`src/rtl/mips_mainfsm.sv`:
```
// mips_mainfsm -- multi-cycle MIPS main controller.
//
// A Moore FSM that sequences each instruction through fetch, decode,
// execute, memory and writeback, driving the datapath mux selects and
// write enables. Fetch (FETCH) and data accesses (MEMRD, MEMWR) wait on
// a memready handshake and can optionally be aborted by a wait timeout.
//
// Handshake: memready is sampled only in FETCH, MEMRD and MEMWR. A high
// memready in one of those states means the memory finishes the access
// in the current cycle, and the FSM leaves the state on the next rising
// edge. While memready is low, the FSM holds the state and keeps driving
// the access controls.
//
// Parameters:
//   MEM_WAIT_MAX  0 disables the timeout. Otherwise, the MEM_WAIT_MAX-th
//                 consecutive stalled cycle in a waiting state pulses
//                 memtimeout, gates off every enable for that cycle, and
//                 returns to FETCH.
//
// Build option:
//   MAINFSM_BNE_EN  When defined, op 000101 (bne) runs through BRANCH
//                   with branchne=1 and branch=0. When undefined, that
//                   opcode is illegal and branchne is tied 0.
//
// Ports:
//   clk         in   rising-edge clock
//   reset       in   asynchronous active-low reset
//   op[5:0]     in   instr[31:26], held stable from DECODE onward
//   memready    in   memory completes the current access this cycle
//   memtoreg    out  writeback data select (1 = memory data)
//   regdst      out  destination register select (1 = rd)
//   iord        out  memory address select (1 = ALUOut)
//   pcsrc[1:0]  out  00 ALUResult, 01 ALUOut, 10 jump target
//   alusrca     out  0 = PC, 1 = A
//   alusrcb[1:0] out 00 B, 01 const 4, 10 SignImm, 11 SignImm<<2
//   aluop[1:0]  out  00 add, 01 sub, 10 use funct
//   irwrite     out  instruction register load enable
//   memwrite    out  data memory write enable
//   pcwrite     out  unconditional PC write enable
//   branch      out  beq qualifier
//   branchne    out  bne qualifier
//   regwrite    out  register file write enable
//   illegalop   out  one-cycle pulse in DECODE on an unsupported opcode
//   memtimeout  out  one-cycle pulse on a timeout abort
//   state[3:0]  out  current state encoding, for debug

module mips_mainfsm #(
    parameter int MEM_WAIT_MAX = 0
) (
    input  logic       clk,
    input  logic       reset,
    input  logic [5:0] op,
    input  logic       memready,
    output logic       memtoreg,
    output logic       regdst,
    output logic       iord,
    output logic [1:0] pcsrc,
    output logic       alusrca,
    output logic [1:0] alusrcb,
    output logic [1:0] aluop,
    output logic       irwrite,
    output logic       memwrite,
    output logic       pcwrite,
    output logic       branch,
    output logic       branchne,
    output logic       regwrite,
    output logic       illegalop,
    output logic       memtimeout,
    output logic [3:0] state
);

    typedef enum logic [3:0] {
        S_FETCH    = 4'd0,
        S_DECODE   = 4'd1,
        S_MEMADR   = 4'd2,
        S_MEMRD    = 4'd3,
        S_MEMWB    = 4'd4,
        S_MEMWR    = 4'd5,
        S_EXECUTE  = 4'd6,
        S_ALUWB    = 4'd7,
        S_BRANCH   = 4'd8,
        S_ADDIEXEC = 4'd9,
        S_ADDIWB   = 4'd10,
        S_JUMP     = 4'd11
    } state_t;

    localparam logic [5:0] OP_RTYPE = 6'b000000;
    localparam logic [5:0] OP_LW    = 6'b100011;
    localparam logic [5:0] OP_SW    = 6'b101011;
    localparam logic [5:0] OP_BEQ   = 6'b000100;
    localparam logic [5:0] OP_BNE   = 6'b000101;
    localparam logic [5:0] OP_ADDI  = 6'b001000;
    localparam logic [5:0] OP_J     = 6'b000010;

    // The wait counter holds the number of stalled cycles already spent in
    // the current waiting state. It never needs to exceed MEM_WAIT_MAX-1,
    // because the cycle that would reach MEM_WAIT_MAX is the abort cycle.
    localparam int CW = (MEM_WAIT_MAX > 1) ? $clog2(MEM_WAIT_MAX) : 1;
    localparam logic [CW-1:0] WAIT_LIMIT =
        CW'((MEM_WAIT_MAX > 0) ? MEM_WAIT_MAX - 1 : 0);

    state_t        state_q;
    state_t        state_d;
    logic [CW-1:0] wait_q;
    logic [CW-1:0] wait_d;
    logic          wait_state;
    logic          timeout;
    logic          op_legal;

    assign state = state_q;

    // ------------------------------------------------------------------
    // Opcode classification, shared by the next-state and output logic
    // ------------------------------------------------------------------
    always_comb begin
        op_legal = 1'b0;
        case (op)
            OP_LW, OP_SW, OP_RTYPE, OP_BEQ, OP_ADDI, OP_J: op_legal = 1'b1;
`ifdef MAINFSM_BNE_EN
            OP_BNE:                                        op_legal = 1'b1;
`endif
            default:                                       op_legal = 1'b0;
        endcase
    end

    // ------------------------------------------------------------------
    // Memory wait timeout
    // ------------------------------------------------------------------
    assign wait_state = (state_q == S_FETCH) || (state_q == S_MEMRD) ||
                        (state_q == S_MEMWR);

    // memready on the limit cycle completes the access normally.
    assign timeout = (MEM_WAIT_MAX != 0) && wait_state && !memready &&
                     (wait_q == WAIT_LIMIT);

    // ------------------------------------------------------------------
    // Process 1: state register and wait counter
    // ------------------------------------------------------------------
    always_ff @(posedge clk or negedge reset) begin
        if (!reset) begin
            state_q <= S_FETCH;
            wait_q  <= '0;
        end else begin
            state_q <= state_d;
            wait_q  <= wait_d;
        end
    end

    // ------------------------------------------------------------------
    // Process 2: next-state logic (state and wait counter)
    // ------------------------------------------------------------------
    always_comb begin
        state_d = state_q;
        case (state_q)
            S_FETCH:    if (memready) state_d = S_DECODE;
            S_DECODE: begin
                case (op)
                    OP_LW, OP_SW: state_d = S_MEMADR;
                    OP_RTYPE:     state_d = S_EXECUTE;
                    OP_BEQ:       state_d = S_BRANCH;
`ifdef MAINFSM_BNE_EN
                    OP_BNE:       state_d = S_BRANCH;
`endif
                    OP_ADDI:      state_d = S_ADDIEXEC;
                    OP_J:         state_d = S_JUMP;
                    default:      state_d = S_FETCH;
                endcase
            end
            // op is still the lw/sw opcode latched in the IR.
            S_MEMADR:   state_d = (op == OP_SW) ? S_MEMWR : S_MEMRD;
            S_MEMRD:    if (memready) state_d = S_MEMWB;
            S_MEMWB:    state_d = S_FETCH;
            S_MEMWR:    if (memready) state_d = S_FETCH;
            S_EXECUTE:  state_d = S_ALUWB;
            S_ALUWB:    state_d = S_FETCH;
            S_BRANCH:   state_d = S_FETCH;
            S_ADDIEXEC: state_d = S_ADDIWB;
            S_ADDIWB:   state_d = S_FETCH;
            S_JUMP:     state_d = S_FETCH;
            default:    state_d = S_FETCH;   // unused codes 12..15
        endcase

        if (timeout) begin
            state_d = S_FETCH;
        end

        // The counter clears on every state change and on an abort. An abort
        // in FETCH stays in FETCH, so it also clears the counter, which makes
        // the stall count restart. The counter advances only while stalled.
        wait_d = wait_q;
        if (!wait_state || (state_d != state_q) || timeout) begin
            wait_d = '0;
        end else if ((MEM_WAIT_MAX != 0) && !memready) begin
            wait_d = wait_q + CW'(1);
        end
    end

    // ------------------------------------------------------------------
    // Process 3: Moore outputs, plus FETCH's memready-qualified enables
    // ------------------------------------------------------------------
    always_comb begin
        memtoreg   = 1'b0;
        regdst     = 1'b0;
        iord       = 1'b0;
        pcsrc      = 2'b00;
        alusrca    = 1'b0;
        alusrcb    = 2'b00;
        aluop      = 2'b00;
        irwrite    = 1'b0;
        memwrite   = 1'b0;
        pcwrite    = 1'b0;
        branch     = 1'b0;
        branchne   = 1'b0;
        regwrite   = 1'b0;
        illegalop  = 1'b0;
        memtimeout = 1'b0;

        case (state_q)
            S_FETCH: begin
                alusrcb = 2'b01;
                aluop   = 2'b00;
                irwrite = memready;
                pcwrite = memready;
            end
            S_DECODE: begin
                alusrcb   = 2'b11;
                aluop     = 2'b00;
                illegalop = !op_legal;
            end
            S_MEMADR: begin
                alusrca = 1'b1;
                alusrcb = 2'b10;
            end
            S_MEMRD: begin
                iord = 1'b1;
            end
            S_MEMWB: begin
                memtoreg = 1'b1;
                regwrite = 1'b1;
            end
            S_MEMWR: begin
                iord     = 1'b1;
                memwrite = 1'b1;
            end
            S_EXECUTE: begin
                alusrca = 1'b1;
                alusrcb = 2'b00;
                aluop   = 2'b10;
            end
            S_ALUWB: begin
                regdst   = 1'b1;
                regwrite = 1'b1;
            end
            S_BRANCH: begin
                alusrca = 1'b1;
                alusrcb = 2'b00;
                aluop   = 2'b01;
                pcsrc   = 2'b01;
`ifdef MAINFSM_BNE_EN
                // op still holds the branch opcode, so it selects the sense.
                branchne = (op == OP_BNE);
                branch   = (op != OP_BNE);
`else
                branch   = 1'b1;
`endif
            end
            S_ADDIEXEC: begin
                alusrca = 1'b1;
                alusrcb = 2'b10;
            end
            S_ADDIWB: begin
                regwrite = 1'b1;
            end
            S_JUMP: begin
                pcsrc   = 2'b10;
                pcwrite = 1'b1;
            end
            default: ;   // unused codes drive all zeros
        endcase

        // Enables are gated off while reset is low, which blocks partial
        // writes when reset hits mid-instruction, and also on the abort cycle.
        if (!reset || timeout) begin
            irwrite   = 1'b0;
            memwrite  = 1'b0;
            pcwrite   = 1'b0;
            branch    = 1'b0;
            branchne  = 1'b0;
            regwrite  = 1'b0;
            illegalop = 1'b0;
        end
        memtimeout = reset && timeout;
    end

endmodule

```
`config.mk`:
```
export PLATFORM = sky130hd
export DESIGN_NAME = mips_mainfsm
export DESIGN_NICKNAME = d
export VERILOG_FILES = /design/src/rtl/mips_mainfsm.sv
export SDC_FILE = /design/constraint.sdc
export NUM_CORES = 1
export LEC_CHECK = 0
export BUFFER_PORTS_ARGS = -buffer_cell sky130_fd_sc_hd__buf_2
export CORE_MARGIN = 8
export CORE_UTILIZATION = 40
export CTS_BUF_LIST = sky130_fd_sc_hd__clkbuf_2
export DETAILED_ROUTE_END_ITERATION = 10
export PLACE_DENSITY = 0.75
export SKIP_LAST_GASP = 1
export SLEW_MARGIN = 5
export SYNTH_ARGS = -nofsm -noshare
export SYNTH_HDL_FRONTEND = slang
export SYNTH_SLANG_ARGS = --single-unit
```
`constraint.sdc`:
```
create_clock -name clk -period 2.3 [get_ports clk]
set_input_delay 0.23 -clock clk [delete_from_list [all_inputs] [get_ports clk]]
set_output_delay 0.23 -clock clk [all_outputs]
set_load 0.02 [all_outputs]
```
# Word-level counts from Yosys, hierarchy flattened
# Index checks and enable logic that the tools add are counted.
dict set report totals {
  reg_bits 4
  input_bits 9
}
dict set report classes {
  n_eq_ne 19
  mux 26
  reduce_logical 10
}
# operator count
set op_table {}
lappend op_table {{$pmux 4 s7} 1}
lappend op_table {{$pmux 4 s5} 1}
lappend op_table {{$eq 4x3->1 const B} 4}
lappend op_table {{$eq 4x4->1 const B} 4}
lappend op_table {{$mux 1} 16}
lappend op_table {{$eq 6x6->1 const B} 2}
lappend op_table {{$mux 4} 3}
lappend op_table {{$eq 4x2->1 const B} 2}
lappend op_table {{$pmux 2 s2} 2}
lappend op_table {{$eq 6x2->1 const B} 1}
lappend op_table {{$eq 6x3->1 const B} 1}
lappend op_table {{$eq 6x4->1 const B} 1}
lappend op_table {{$logic_not 6->1} 1}
lappend op_table {{$ne 2x2->1 const B} 3}
lappend op_table {{$pmux 2 s3} 1}
lappend op_table {{$reduce_or 2->1} 3}
lappend op_table {{$reduce_or 6->1} 1}
lappend op_table {{$eq 4x1->1 const B} 1}
lappend op_table {{$logic_not 4->1} 1}
lappend op_table {{$reduce_or 4->1} 1}
lappend op_table {{$mux 3} 1}
lappend op_table {{$reduce_and 3->1} 1}
lappend op_table {{$reduce_or 3->1} 1}
lappend op_table {{$pmux 1 s2} 1}
lappend op_table {{$logic_not 1->1} 1}

# Depth between registers and ports, before layout
# Gate-level depths: netlist of run 1.
dict set report depth {
  word_depth 6
  depth_mapped 6
}

# Worst setup path after synthesis of run 1
# Ideal clock, no wire load.
dict set report synth_path {
  kind {register to output}
  startpoint {reg state_q[1] (netlist: state[1])}
  endpoint {out branch}
  arrival_time_ns 1.665
  required_ns 2.070
  setup_slack_ns 0.405
  stages_incl_launch_ff 5
  cell_sequence {dfrtp_1 -> buf_2 -> buf_2 -> nor3_1 -> and2_1}
}
dict set report synth_via {
  elab_chain_cells 3
}
# element line_no
set synth_lines {}
lappend synth_lines {{from (decl)} 102} ;# state_t state_q;
lappend synth_lines {{from (signal assigned)} 144} ;# state_q <= state_d;
lappend synth_lines {{$eq 4x4->1} 218} ;# case (state_q)
lappend synth_lines {{$mux 1} 218}
lappend synth_lines {{$mux 1} 283} ;# if (!reset || timeout) begin
lappend synth_lines {{to (decl)} 64} ;# output logic branch,
# Every way passes these cells.

# Worst setup path in the final report of run 1
dict set report layout_path {
  startpoint {reg state_q[0] (netlist: state[0])}
  endpoint {out illegalop}
}
dict set report layout_via {
  elab_chain_cells 3
}
# element line_no
set layout_lines {}
lappend layout_lines {{$eq 4x1->1} 218}
lappend layout_lines {{$mux 1} 218}
lappend layout_lines {{$mux 1} 283}
lappend layout_lines {{to (decl)} 67} ;# output logic illegalop,
# Every way passes these cells.

==> results of run 1 <==
==> power breakdown <==
| part | internal [W] | switching [W] | leakage, nW |
|---|---|---|---|
| sequential | 0.0000876 | 0.0000712 | 0.0535 |
| clock | 0.0000351 | 0.0000276 | 0.0125 |
| combinational | 0.000135 | 0.000221 | 0.263 |
| total | 0.000257 | 0.000320 | 0.329 |
==> critical path, stage by stage (launching register included) <==
cell	delay [ns]
dfrtp_1	0.58
nor2b_1	0.45
nand4_1	0.16
a21oi_1	0.13
buf_2	0.17
==> through the flow <==
step	setup slack [ns]	utilization	hold slack, ns	std cells	instance area, um^2
after CTS	0.3961	0.5287	0.3798	117	679.4
after detailed placement	0.6214	0.5093	0.08425	113	654.4
after floorplan	0.4048	-	-0.06559	78	540.5
after global routing	0.2193	0.5287	0.4136	117	679.4
after global placement	0.6576	0.5093	0.08479	113	654.4
final	0.3750	0.5287	0.3985	117	679.4
==> how the worst max path moves through the flow <==
| stage | start | to | slack [ns] | cells past startpoint |
|---|---|---|---|---|
| detailed placement | state[0]$_DFFE_PN0P_ | illegalop | 0.62 | 4 |
| global route | state[1]$_DFFE_PN0P_ | illegalop | 0.22 | 4 |
| global placement | state[1]$_DFFE_PN0P_ | illegalop | 0.66 | 4 |
| floorplan | state[1]$_DFFE_PN0P_ | branch | 0.40 | 4 |
| finish | state[0]$_DFFE_PN0P_ | illegalop | 0.37 | 4 |
| CTS | state[0]$_DFFE_PN0P_ | illegalop | 0.40 | 4 |
==> kinds of logic after synthesis <==
group / Yosys count / share of synthesized area
other: 1 / 0.006986
buffers and inverters: 9 / 0.09090
DFF: 4 / 0.1865
and+or+nand+nor: 42 / 0.4173
AOI/OAI and AO/OA: 16 / 0.2121
xor gates and xnor gates: 3 / 0.04896
muxes: 2 / 0.03730
==> Yosys cell counts <==
master	n
o2111ai_1	1
nand2b_1	4
nor4_2	1
a21oi_1	5
nor2_1	10
nor3b_1	3
dfrtp_1	4
o22ai_1	1
and3_2	1
nand3_1	4
xnor2_1	1
or3_1	1
o31ai_2	1
mux2i_1	2
o22a_1	1
and3_1	1
xor2_1	2
a21o_1	1
nand4_1	2
inv_1	1
o221ai_2	1
and2_1	1
nor3_1	10
conb_1	1
o21a_1	2
buf_4	2
buf_2	6
nand2_1	3
o21ai_0	3
nor2b_1	1
==> placed cells by master (no fill, tap or decap), types with 2 or more instances in the layout <==
master / count
a21oi_1: 5
buf_2: 28
clkbuf_2: 3
conb_1: 2
dfrtp_1: 4
mux2i_1: 2
nand2_1: 3
nand2b_1: 4
nand3_1: 4
nand4_1: 2
nor2_1: 10
nor3_1: 10
nor3b_1: 3
o21a_1: 2
o21ai_0: 3
xor2_1: 2
==> layout make-up <==
class | instances | area [um^2] | share of cell area
multi-input cells | 65 | 391.6 | 0.5764
inverters | 1 | 3.754 | 0.005525
well taps | 15 | 18.77 | 0.02762
flip-flops and latches | 4 | 100.1 | 0.1473
repair buffers | 29 | 150.1 | 0.2210
clock buffers | 3 | 15.01 | 0.02210
==> layer usage <==
layer	vias to the layer above	wire, um	part of all wire	global-route usage
li1	327	-	-	-
met1	292	705	0.45	0.1440
met2	27	728	0.46	0.1897
met3	0	146	0.092	0.02273
met4	0	0	0	0.04741
met5	-	0	0	0
==> repair_timing <==
item                      4_1_cts  5_1_grt
gates resized for setup         0        0
hold endpoints to repair        4        0
setup buffers                   0        0
hold buffers                    1        0
==> out/results.tsv, run 1 <==
stage	metric	value	unit
synth	yosysTopAreaCell	dfrtp_1	
placed_design	io_buffers	28	
drt	routed_wl	1579	um
layout	num_antenna_cells	0	
pwr	power.total	0.0005771	W
clock_network	cts_buffer_depth	2	
global_route	grt.overflow.total	0	
synth	synth_top_area_share	0.1865	
synth	synth_cell_types	30	
synth	ys.warnings.count	0	
layout	drive_gt1_frac	0.3431	
critical_path	startpoint_type	flop	
die	die_area	2770	um^2
drt	ant_nets	0	
die	fp.dieH	52.63	um
die	initial_core_util	0.4177	
clock_network	cts-root-buf	clkbuf_2	
drt	drc_errors	0	
worst_hold_path	hold_end	state[3]$_DFFE_PN0P_	
pwr	powerDensity	849.5	nW/um^2
pwr	leakagePower	0.3286	nW
worst_hold_path	worstHoldPathCells	4	
drt	wl_per_cell	13.50	um
run	max_cap_violations	0	
critical_path	required	2.07	ns
critical_path	r2r-start	state[0]$_DFFE_PN0P_	
layout	largest_register_ffs	4	
global_route	antenna_found_initial	0	
drt	routed-via-count	646	
worst_hold_path	min_from	op[4]	
clock_network	cts_buffers	3	
critical_path	worstPathArrival	1.70	ns
sta	rsz0062_at_grt	no	
sta	tns	0	ns
die	rows	13	
global_route	grt_pass1_wl	2615	um
sta	finalCriticalPeriod	1.925	ns
synth	syn_area_per_cell	6.971	um^2
synth	yosys-top-cells-area	dfrtp_1, nor3_1, nor2_1	
die	core	1285	um^2
placed_design	dp_hpwl	1197	um
global_route	grt_use_total	0.1163	
synth	synth_area	536.8	um^2
sta	max_slew_margin	0.6438	
critical_path	r2r-end	state[0]$_DFFE_PN0P_	
pwr	ir_drop	0.0003492	V
worst_hold_path	hp-class	input pin to flop	
sta	worst_pin_slew	0.5343	ns
placed_design	gp_congestion	0.8838	
sta	period_share	0.8370	
layout	fillerInstances	141	
critical_path	timing.reg2reg.setup_slack	0.70	ns
drt	viasPerCell	5.521	
drt	drt_iter0_drc	18	
status	outcome	finished clean	
clock_network	insertion_delay	0.20	ns
clock_network	cts_tree	yes	
synth	syn_inst	77	
sta	setup_viol	0	
synth	synth_seq_cells	4	
clock_network	clk_pin_slew	0.05	ns
drt	dr.pass1.iters	4	
clock_network	htreeDepth	1	
critical_path	reg2reg_depth	4	
clock_network	cts.sinks	4	
critical_path	crit_fanout	15	
critical_path	cp-end-kind	output pin	
sta	clock_skew	0.005095	ns
global_route	grt_pass1_vias	602	
global_route	grt_max_degree	19	
die	die_w	52.63	um
layout	final_nets	113	
sta	max_freq	519.5	MHz
die	ios	31	
critical_path	worstSetupPathType	flop to output pin	
synth	ys_seq_area_frac	0.1865	
sta	slew_violations	0	
sta	hold_viol	0	
layout	syn_to_final_growth	26.57	%
Note: power is estimated with default switching activity, not from simulation.
==> run 2, diff against run 1 <==
==> constraint.sdc (replaced) <==
create_clock -name clk -period 1.9 [get_ports clk]
set_input_delay 0.19 -clock clk [delete_from_list [all_inputs] [get_ports clk]]
set_output_delay 0.19 -clock clk [all_outputs]
set_load 0.02 [all_outputs]
==> run 2 against run 1 <==
Non-clock buffer count up 3. Setup slack worse by 0.20 ns. Power up 29%. Cell count up 2.6%. Critical path type unchanged. Critical endpoint is now regwrite.
==> out/results.tsv, run 2 (synthesized netlist as in run 1, its figures left out) <==
stage	metric	value	unit	change
critical_path	cp-end-kind	output pin		
clock_network	cts_tree	yes		
sta	rsz0062_at_grt	no		
clock_network	htreeDepth	1		unchanged
global_route	grt_pass1_vias	616		+2.3%
die	core	1285	um^2	unchanged
critical_path	crit_fanout	12		-3
critical_path	worstSetupPathType	flop to output pin		
global_route	grt_use_total	0.1254		+0.009075
clock_network	post_cts_buffers	0		unchanged
layout	mostFrequentLayoutCells	buf_2, nor3_1, nor2_1, a21oi_1		
critical_path	worstPathArrival	1.54	ns	-0.16 ns
clock_network	cts_buffer_depth	2		unchanged
sta	tns	0	ns	unchanged
sta	max_freq	578.2	MHz	
drt	wl_met2	708	um	-2.7%
layout	final_nets	116		+2.7%
drt	drc_errors	0		unchanged
sta	slew_violations	0		unchanged
layout	stdcell_area	706.9	um^2	+4.1%
sta	finalCriticalPeriod	1.730	ns	
sta	hold_viol	0		unchanged
sta	clock_skew	0.002974	ns	-0.002122 ns
drt	wl_met3	166	um	+14%
global_route	grt_max_degree	13		-6
global_route	grt_pass1_wl	2670	um	+2.1%
die	initial_core_util	0.4177		unchanged
clock_network	insertion_delay	0.22	ns	+0.02 ns
worst_hold_path	hp-class	input pin to flop		
layout	drive_gt1_frac	0.3810		+0.03782
placed_design	postPlaceCellArea	676.9	um^2	+3.4%
drt	routed_wl	1610	um	+2.0%
status	outcome	finished clean		
drt	drt_iter0_drc	11		-7
die	die_area	2770	um^2	unchanged
drt	wl_met1	704	um	-0.14%
layout	multi_input_area	396.6	um^2	+1.3%
run	max_cap_violations	0		unchanged
die	die_w	52.63	um	unchanged
layout	largest_register_ffs	4		unchanged
die	rows	13		unchanged
clock_network	clk_pin_slew	0.05	ns	about the same
drt	dr.pass1.iters	4		unchanged
sta	fin_hold_ws	0.3207	ns	-0.07781 ns
global_route	grt.overflow.total	0		unchanged
sta	setup_viol	0		unchanged
pwr	leakagePower	0.3460	nW	+5.3%
placed_design	io_buffers	28		unchanged
die	ios	31		unchanged
die	fp.dieH	52.63	um	unchanged
placed_design	dp_hpwl	1260	um	+5.3%
critical_path	required	1.71	ns	-0.36 ns
drt	top_layer_used	met4		
layout	fillerInstances	132		-6.4%
clock_network	cts_buffers	3		unchanged
sta	period_share	0.9103		
layout	num_antenna_cells	0		unchanged
layout	final_common_cell	buf_2		
drt	viasPerCell	5.500		-0.39%
clock_network	cts-root-buf	clkbuf_2		
critical_path	startpoint_type	flop		
layout	syn_to_final_growth	31.70	%	
drt	routed-via-count	660		+2.2%
placed_design	gp_congestion	0.8834		about the same
pwr	ir_drop	0.0004092	V	+17%
layout	seq_area	100.1	um^2	unchanged
drt	ant_nets	0		unchanged
clock_network	cts.sinks	4		unchanged
global_route	antenna_found_initial	0		unchanged
drt	wl_per_cell	13.42	um	-0.59%
pwr	powerDensity	1051	nW/um^2	+24%
[run 2: cell count changes in the layout (fill, tap and decap cells not counted)]
cell,previous run,this run
nor2_2,0,1
buf_4,0,3
nor2b_1,1,0
nor2_1,10,9
nor2b_2,0,1
[run 2: area by class of cell]
type,count,share of cell area
multi-input cells,65,0.5611
repair buffers,32,0.2442
inverters,1,0.005310
well taps,15,0.02655
clock buffers,3,0.02124
flip-flops and latches,4,0.1416
[run 2: worst paths after layout]
| kind | start | end | slack [ns] | cells after the start |
|---|---|---|---|---|
| setup reg to reg | state[1]$_DFFE_PN0P_ | state[2]$_DFFE_PN0P_ | 0.49 | 4 |
| hold / removal | op[4] | state[0]$_DFFE_PN0P_ | 0.32 | 4 |
| hold reg to reg | state[0]$_DFFE_PN0P_ | state[1]$_DFFE_PN0P_ | 0.69 | 2 |
| setup / recovery | state[3]$_DFFE_PN0P_ | regwrite | 0.17 | 4 |
| min in group asynchronous | reset | state[1]$_DFFE_PN0P_ | 0.35 | 2 |
| max in group asynchronous | reset | state[2]$_DFFE_PN0P_ | 1.36 | 2 |
[run 2: routing by layer]
layer	vias to the layer above	global-route usage
met5	-	0
met4	0	0.07759
met3	4	0.04261
met2	28	0.1937
met1	298	0.1440
li1	330	-
[run 2: worst max-delay path, stage by stage (launching register included)]
cell and delay, ns:
dfrtp_1 0.52, nand2b_1 0.30, nor3b_1 0.23, o21a_1 0.13, buf_2 0.15
[run 2: per-stage QoR]
step                power [W]  setup WS [ns]  utilization  std cells
CTS                 0.0007383         0.1405       0.5463        120
global placement    0.0006469         0.4029       0.5268        116
finish              0.0007429         0.1704       0.5501        120
detailed placement  0.0006522         0.3841       0.5268        116
floorplan           0.0005083        0.04482            -         78
global route        0.0008101        0.02962       0.5501        120
[run 2: report_power, final]
part           internal (W)  switching [W]
logic              0.000192       0.000308
clock network     0.0000425      0.0000384
registers          0.000107      0.0000559
total              0.000341       0.000402
[run 2: repair_timing]
item	in CTS	in global routing
hold buffers	1	0
gates resized for setup	0	2
endpoints found under the setup margin	0	3
endpoints found under the hold margin	4	0
